$ cat src/rtl/pixel_writer.sv
// Pixel writer: queues shaded pixels in a small FIFO and writes each one to the
// frame buffer as little-endian byte writes on an 8-bit Avalon-MM master.
module pixel_writer #(
  parameter int H_RESOLUTION = 256,
  parameter int V_RESOLUTION = 192,
  parameter int PIXEL_BITS   = 16,
  parameter int FIFO_DEPTH   = 4
) (
  input  logic                  clock,
  input  logic                  reset,
  input  logic [31:0]           pixel_buffer,
  input  logic                  in_valid,
  output logic                  in_ready,
  input  logic [15:0]           in_row,
  input  logic [15:0]           in_col,
  input  logic [PIXEL_BITS-1:0] in_color,
  output logic [31:0]           m1_address,
  output logic [7:0]            m1_writedata,
  output logic                  m1_write,
  input  logic                  m1_waitrequest,
  output logic                  idle,
  output logic                  dropped
);

  localparam int PIXEL_BYTES = PIXEL_BITS / 8;
  localparam int PW = $clog2(FIFO_DEPTH);
  localparam int KW = (PIXEL_BYTES > 1) ? $clog2(PIXEL_BYTES) : 1;
  localparam logic [PW:0]   FULL_CNT = FIFO_DEPTH[PW:0];
  localparam logic [KW-1:0] K_LAST   = KW'(PIXEL_BYTES - 1);
  localparam logic [15:0]   H_LIM    = 16'(H_RESOLUTION);
  localparam logic [15:0]   V_LIM    = 16'(V_RESOLUTION);
  localparam logic [31:0]   H_RES32  = 32'(H_RESOLUTION);
  localparam logic [31:0]   BYTES32  = 32'(PIXEL_BYTES);

  typedef enum logic {S_IDLE = 1'b0, S_WRITE = 1'b1} state_t;

  state_t                state_q, state_d;
  logic [PW-1:0]         wr_ptr_q, wr_ptr_d;
  logic [PW-1:0]         rd_ptr_q, rd_ptr_d;
  logic [PW:0]           count_q, count_d;
  logic [KW-1:0]         k_q, k_d;
  logic [31:0]           addr_q, addr_d;
  logic [PIXEL_BITS-1:0] color_q, color_d;
  logic                  idle_q, idle_d;
  logic                  dropped_q, dropped_d;

  logic [15:0]           row_mem_q   [FIFO_DEPTH];
  logic [15:0]           row_mem_d   [FIFO_DEPTH];
  logic [15:0]           col_mem_q   [FIFO_DEPTH];
  logic [15:0]           col_mem_d   [FIFO_DEPTH];
  logic [PIXEL_BITS-1:0] color_mem_q [FIFO_DEPTH];
  logic [PIXEL_BITS-1:0] color_mem_d [FIFO_DEPTH];

  logic                  fifo_empty, fifo_full;
  logic                  push, pop, drop, load;
  logic                  head_bad;
  logic [15:0]           head_row, head_col;
  logic [PIXEL_BITS-1:0] head_color;
  logic [31:0]           head_addr;

  always_comb begin
    fifo_empty = (count_q == '0);
    fifo_full  = (count_q == FULL_CNT);
    push       = in_valid && !fifo_full;
    head_row   = row_mem_q[rd_ptr_q];
    head_col   = col_mem_q[rd_ptr_q];
    head_color = color_mem_q[rd_ptr_q];
    head_bad   = (head_row >= V_LIM) || (head_col >= H_LIM);
    head_addr  = pixel_buffer + (({16'd0, head_row} * H_RES32) + {16'd0, head_col}) * BYTES32;
  end

  // State register
  always_ff @(posedge clock or posedge reset) begin
    if (reset) begin
      state_q   <= S_IDLE;
      wr_ptr_q  <= '0;
      rd_ptr_q  <= '0;
      count_q   <= '0;
      k_q       <= '0;
      addr_q    <= '0;
      color_q   <= '0;
      idle_q    <= 1'b1;
      dropped_q <= 1'b0;
    end else begin
      state_q   <= state_d;
      wr_ptr_q  <= wr_ptr_d;
      rd_ptr_q  <= rd_ptr_d;
      count_q   <= count_d;
      k_q       <= k_d;
      addr_q    <= addr_d;
      color_q   <= color_d;
      idle_q    <= idle_d;
      dropped_q <= dropped_d;
    end
  end

  // FIFO storage holds only data, so it needs no reset
  always_ff @(posedge clock) begin
    row_mem_q   <= row_mem_d;
    col_mem_q   <= col_mem_d;
    color_mem_q <= color_mem_d;
  end

  // Next state: pop/drop decisions and byte sequencing
  always_comb begin
    state_d = state_q;
    k_d     = k_q;
    addr_d  = addr_q;
    color_d = color_q;
    pop     = 1'b0;
    drop    = 1'b0;
    load    = 1'b0;
    case (state_q)
      S_IDLE: begin
        if (!fifo_empty) begin
          pop = 1'b1;
          if (head_bad) begin
            drop = 1'b1;
          end else begin
            load    = 1'b1;
            state_d = S_WRITE;
          end
        end
      end
      S_WRITE: begin
        if (!m1_waitrequest) begin
          if (k_q != K_LAST) begin
            k_d     = k_q + 1'b1;
            addr_d  = addr_q + 32'd1;
            color_d = color_q >> 8;
          end else if (!fifo_empty) begin
            pop = 1'b1;
            if (head_bad) begin
              drop    = 1'b1;
              state_d = S_IDLE;
            end else begin
              load = 1'b1;
            end
          end else begin
            state_d = S_IDLE;
          end
        end
      end
      default: state_d = S_IDLE;
    endcase
    if (load) begin
      k_d     = '0;
      addr_d  = head_addr;
      color_d = head_color;
    end
  end

  always_comb begin
    wr_ptr_d    = wr_ptr_q;
    rd_ptr_d    = rd_ptr_q;
    count_d     = count_q;
    row_mem_d   = row_mem_q;
    col_mem_d   = col_mem_q;
    color_mem_d = color_mem_q;
    if (push) begin
      row_mem_d[wr_ptr_q]   = in_row;
      col_mem_d[wr_ptr_q]   = in_col;
      color_mem_d[wr_ptr_q] = in_color;
      wr_ptr_d              = wr_ptr_q + 1'b1;
    end
    if (pop) begin
      rd_ptr_d = rd_ptr_q + 1'b1;
    end
    case ({push, pop})
      2'b10:   count_d = count_q + 1'b1;
      2'b01:   count_d = count_q - 1'b1;
      default: count_d = count_q;
    endcase
    dropped_d = drop;
    // idle looks ahead at the next state so it tracks the edge that empties or fills
    idle_d    = (state_d == S_IDLE) && (count_d == '0);
  end

  // Outputs
  always_comb begin
    in_ready     = !fifo_full;
    m1_write     = (state_q == S_WRITE);
    m1_address   = addr_q;
    m1_writedata = color_q[7:0];
    idle         = idle_q;
    dropped      = dropped_q;
  end

endmodule

$ cat config.mk
export PLATFORM = sky130hd
export DESIGN_NAME = pixel_writer
export DESIGN_NICKNAME = d
export VERILOG_FILES = /design/src/rtl/pixel_writer.sv
export SDC_FILE = /design/constraint.sdc
export NUM_CORES = 1
export LEC_CHECK = 0
export CAP_MARGIN = 20
export CORE_ASPECT_RATIO = 1.5
export CORE_MARGIN = 3
export CORE_UTILIZATION = 50
export CTS_CLUSTER_SIZE = 30
export DETAILED_ROUTE_END_ITERATION = 7
export PLACE_DENSITY = 0.86
export RECOVER_POWER = 50
export SYNTH_ARGS = -nofsm -noshare
export SYNTH_HDL_FRONTEND = slang
export SYNTH_SLANG_ARGS = --single-unit
$ cat constraint.sdc
create_clock -name clock -period 5 [get_ports clock]
set_clock_uncertainty 0.15 [all_clocks]
set_input_delay 1.5 -clock clock [delete_from_list [all_inputs] [get_ports clock]]
set_output_delay 1.5 -clock clock [all_outputs]
set_load 0.02 [all_outputs]
* After elaboration in Yosys (flattened, before gate mapping)
Index checks and enable logic that the tools add are counted. W data, S select, Z words.
Word-level totals: input port bits 84, register bits 251, output and inout bits 44, word-level logic and storage cells 97
Cells by class: equality and inequality tests 5, multiplexer cells 44, bitwise gates (word level) 4, $add $sub $neg 8, $lt $le $gt $ge 5, reductions and logical operators 10
Operator list (count):
- $bwmux W64 | 3
- $mux W16 | 11
- $mux W32 | 4
- $bmux W16 S2 | 3
- $add A32 B1 Y32 const B | 1
- $add A32 B26 Y32 | 1
- $demux W16 S2 | 1
- $add A24 B16 Y25 | 1
- $mux W1 | 17
- $ge A16 B8 Y1 const B | 1
- $ge A16 B9 Y1 const B | 1
- $pmux W1 S2 | 4
- $ge A3 B3 Y1 const B | 2
- $logic_not A3 Y1 | 2
- $not A2 Y3 | 2
- $pmux W3 S2 | 1
- $add A2 B1 Y2 const B | 2
- $ne A2 B1 Y1 const B | 2
- $add A3 B1 Y3 const B | 1
- $eq A3 B3 Y1 const B | 1
- $logic_and A1 B1 Y1 | 3
- $lt A3 B1 Y1 const B | 1
- $reduce_and A3 Y1 | 1
- $sub A3 B1 Y3 const B | 1
- other kinds (8) | 9

* Longest topological paths before layout
word-level depth 13, depth in mapped cells 25

* Worst setup path after synthesis
No wires, ideal clock.
path kind register to register, start point register rd_ptr_q[0], end point register addr_q[28] (netlist: m1_address[28]), path buffers 4, path slack -0.420 ns, clock period less this slack 5.420 ns, library setup time 0.077 ns, data arrival time 5.192 ns, stages on the path, launching flop included 25, path through dfrtp_1 buf_2 buf_2 buf_1 mux4_2 ha_1 inv_1 fa_1 nor2b_1 o21ai_0 a21boi_0 o21ai_0 nand2b_1 a311o_1 nand4_1 xnor2_1 ha_1 clkbuf_1 nand3_1 or3_1 o221a_2 a21oi_1 o311ai_0 xor2_1 a21oi_1
On the way: cells in the longest elaborated chain, start to end 13
Ends and longest elaborated chain:
- start: declaration | line 39 | logic [PW-1:0] rd_ptr_q, rd_ptr_d;
- start signal: assignment | line 87 | rd_ptr_q <= rd_ptr_d;
- $not A2 Y3 (not written as such) * | line 65, 66
- branches (longest 12 deep; another with $add A32 B26 Y32)
- end signal: assignment | line 90 | addr_q <= addr_d;
- end: declaration | line 42 | logic [31:0] addr_q, addr_d;
Mark *: on every way between the ends. The select of a mux whose other input is x is not followed. A chain may end at the register's enable or synchronous reset.

* Final worst setup path
Ends and elaborated chain as after synthesis.

==> results.json <==
{
  "status": "complete, but fails checks",
  "violations": "capacitance limit, slew limit",
  "overflow": 0,
  "fin_crit_ns": 4.85,
  "place_ws_ns": 0.0561,
  "ios": 128,
  "power_leakage_uw": 0.00532,
  "core-area_um2": 23100,
  "worst_pin_slew_ns": 2.22,
  "ir_drop_mv": 0.491,
  "finalWirelength_mm": 26.3,
  "wl_met1_mm": 10.5,
  "area_growth_pct": 21.1,
  "start_kind": "flip-flop",
  "final_cell_mix": "192 x edfxtp_1, 76 x clkdlybuf4s50_1, 63 x nand2_1, 56 x dfrtp_1, 51 x dlygate4sd3_1",
  "yosysSeqAreaShare_pct": 61.3,
  "drt_pass1_iterations": 4,
  "clock_path_buffers": 3,
  "crit_path_end_kind": "flip-flop",
  "clk_pin_slew_ns": 0.07,
  "setup_viol": 0,
  "die-area_um2": 25600,
  "cp_max_fo": 6,
  "post_drt_wl_per_cell_um": 19.9,
  "hold_viol": 0,
  "numPortBuffers": 127,
  "worstPathCellList": "buf_4 > mux4_2 > ha_1 > a21o_1 > a21oi_1 > o21ai_0 > a21o_1 > a21oi_2 > o21ai_0 > buf_4 > nand4_1 > xnor2_1 > ha_1 > nand3_1 > or3_1 > o221a_2 > a21oi_2 > o311ai_1 > xor2_1 > a21oi_1",
  "worstSetupPathType": "reg2reg",
  "drc": 0,
  "wl_met2_mm": 13.8,
  "critical_path_buf_inv_count": 2,
  "yosysWarnings": 0,
  "cap_violations": 1,
  "syn_nets": 963,
  "crit_family": "compound AO/OA/AOI/OAI gates",
  "syn-cell-area_um2": 11800,
  "start_util_pct": 51.1,
  "row_count": 68,
  "fin_crit_sh_pct": 97.0,
  "final_common_cell": "edfxtp_1",
  "insertion_delay_ns": 0.51,
  "grt_max_degree": 71,
  "synth-seq-cells": 251,
  "antenna_left": 0,
  "worstPathRequired_ns": 5.28,
  "setup_ws_ns": 0.151,
  "gp_congestion": 0.900,
  "top_layer": "met5",
  "maxSlewViolCount": 40,
  "synth_flop_cell": "edfxtp_1",
  "synth_cells": 835,
  "root_buffer": "clkbuf_16",
  "crit_slowest_cell": "mux4_2",
  "synth_cell_types": 58,
  "grt_pass1_wl_mm": 41.0,
  "cts_buffers": 22,
  "async_reset_ff_share_pct": 23.5,
  "syn_area_per_cell_um2": 14.2,
  "viasPerCell": 5.71,
  "cts_tree": "yes",
  "arrival_ns": 5.13,
  "die_h_um": 194,
  "hpwlAfterDp_mm": 18.3,
  "drive_above_1_share_pct": 13.7,
  "drt_iter0_drc": 537,
  "fin_util_pct": 61.8,
  "powerDensity_nw_per_um2": 637,
  "tns_ns": 0,
  "fmaxAchievable_ghz": 0.206,
  "groute.usage.overall_pct": 20.0,
  "final_nets": 1110,
  "hp-class": "reg2reg",
  "wl_met3_mm": 1.05,
  "vias": 7533,
  "postCtsHoldBufs": 0,
  "fillers": 1692,
  "cts_num_sinks": 251,
  "grt_pass1_vias": 7671,
  "die-width_um": 132,
  "grt_antenna_before_repair": 9,
  "slowest_delay_ns": 0.56,
  "h-tree-depth": 1,
  "relSlewSlack_pct": -47.9,
  "synth_edf_count": 192
}
stage by stage:
| step | total power, uW | instance area (um^2) | instances | hold slack, ns |
|---|---|---|---|---|
| global placement | 7160 | 13500 | 1266 | 0.360 |
| CTS | 9020 | 14200 | 1306 | 0.371 |
| finish | 9120 | 14300 | 1320 | 0.374 |
| global route | 9700 | 14300 | 1319 | 0.404 |
| detailed placement | 7250 | 13500 | 1266 | 0.362 |
| floorplan | 6100 | 11800 | 835 | 0.343 |
what timing repair did:
item / CTS / global route
resized for setup: 1 / 6
pin swaps: 0 / 5
setup buffers: 0 / 6
gates cloned: 0 / 0
setup endpoints to repair: 3 / 10
worst paths after layout:
path	from	slack [ns]	cells past startpoint	to
worst min register to register	color_q[12]$_DFFE_PP0P_	0.37	2	color_q[12]$_DFFE_PP0P_
worst min-delay path	color_q[12]$_DFFE_PP0P_	0.37	2	color_q[12]$_DFFE_PP0P_
min in group asynchronous	reset	1.20	2	color_q[1]$_DFFE_PP0P_
max in group asynchronous	reset	0.96	3	rd_ptr_q[0]$_DFFE_PP0N_
worst max-delay path	rd_ptr_q[0]$_DFFE_PP0N_	0.15	20	m1_address[28]$_DFFE_PP0P_
worst max register to register	rd_ptr_q[0]$_DFFE_PP0N_	0.15	20	m1_address[28]$_DFFE_PP0P_
cell type report:
| cell class | count | area (um^2) | area share (%) |
|---|---|---|---|
| Sequential cell | 251 | 7250 | 50.6 |
| Timing Repair Buffer | 165 | 1560 | 10.9 |
| Inverter | 21 | 78.8 | 0.551 |
| Antenna cell | 7 | 17.5 | 0.122 |
| Multi-Input combinational cell | 521 | 4280 | 29.9 |
| Tap cell | 315 | 394 | 2.75 |
| Clock buffer | 28 | 614 | 4.29 |
| Clock inverter | 12 | 120 | 0.839 |
worst register-to-register path: stages (launching register included):
cell and delay (ns):
dfrtp_2 0.46, buf_4 0.16, mux4_2 0.56, ha_1 0.30, a21o_1 0.18, a21oi_1 0.26
o21ai_0 0.12, a21o_1 0.23, a21oi_2 0.18, o21ai_0 0.13, buf_4 0.17, nand4_1 0.11
xnor2_1 0.10, ha_1 0.35, nand3_1 0.11, or3_1 0.35, o221a_2 0.28, a21oi_2 0.16
o311ai_1 0.13, xor2_1 0.16, a21oi_1 0.15
sequential cells by signal (all words and copies together), names as in the netlist:
signal and count:
m1_address 32, k_q 1, count_q 3, m1_write 1
wr_ptr_q 2, rd_ptr_q 2, color_mem_q 64, color_q 16
col_mem_q 64, row_mem_q 64, dropped 1, idle 1
power by group:
part           internal [uW]  switching, uW  leakage (uW)
clock network            979            721      0.000357
logic                   2100           2550       0.00241
registers               2640            131       0.00255
total                   5720           3400       0.00532
cell families after synthesis:
| family | synth area share [%] |
|---|---|
| AO/OA/AOI/OAI | 7.28 |
| XOR/XNOR | 5.33 |
| adder cells (fa/ha/maj) | 4.85 |
| buffers and inverters | 2.65 |
| flip-flops | 61.3 |
| multiplexers | 10.1 |
| AND/OR/NAND/NOR | 8.54 |
cells in the mapped netlist, drive strengths merged, types with 26 or more instances:
master  instances  area [um^2]
buf            26          173
nand3          30          150
nand2          63          236
o21ai          46          230
dfrtp          58         1450
xnor2          44          385
xor2           28          245
nor2           40          150
a21oi          40          200
edfxtp        192         5770
ha             41          513
mux4           48         1080
routing by layer:
layer / global-route usage [%] / vias up
li1: - / 3468
met1: 24.9 / 3787
met2: 36.0 / 219
met3: 2.64 / 57
met4: 7.28 / 2
met5: 0 / -
(Power assumes the default switching activity.)
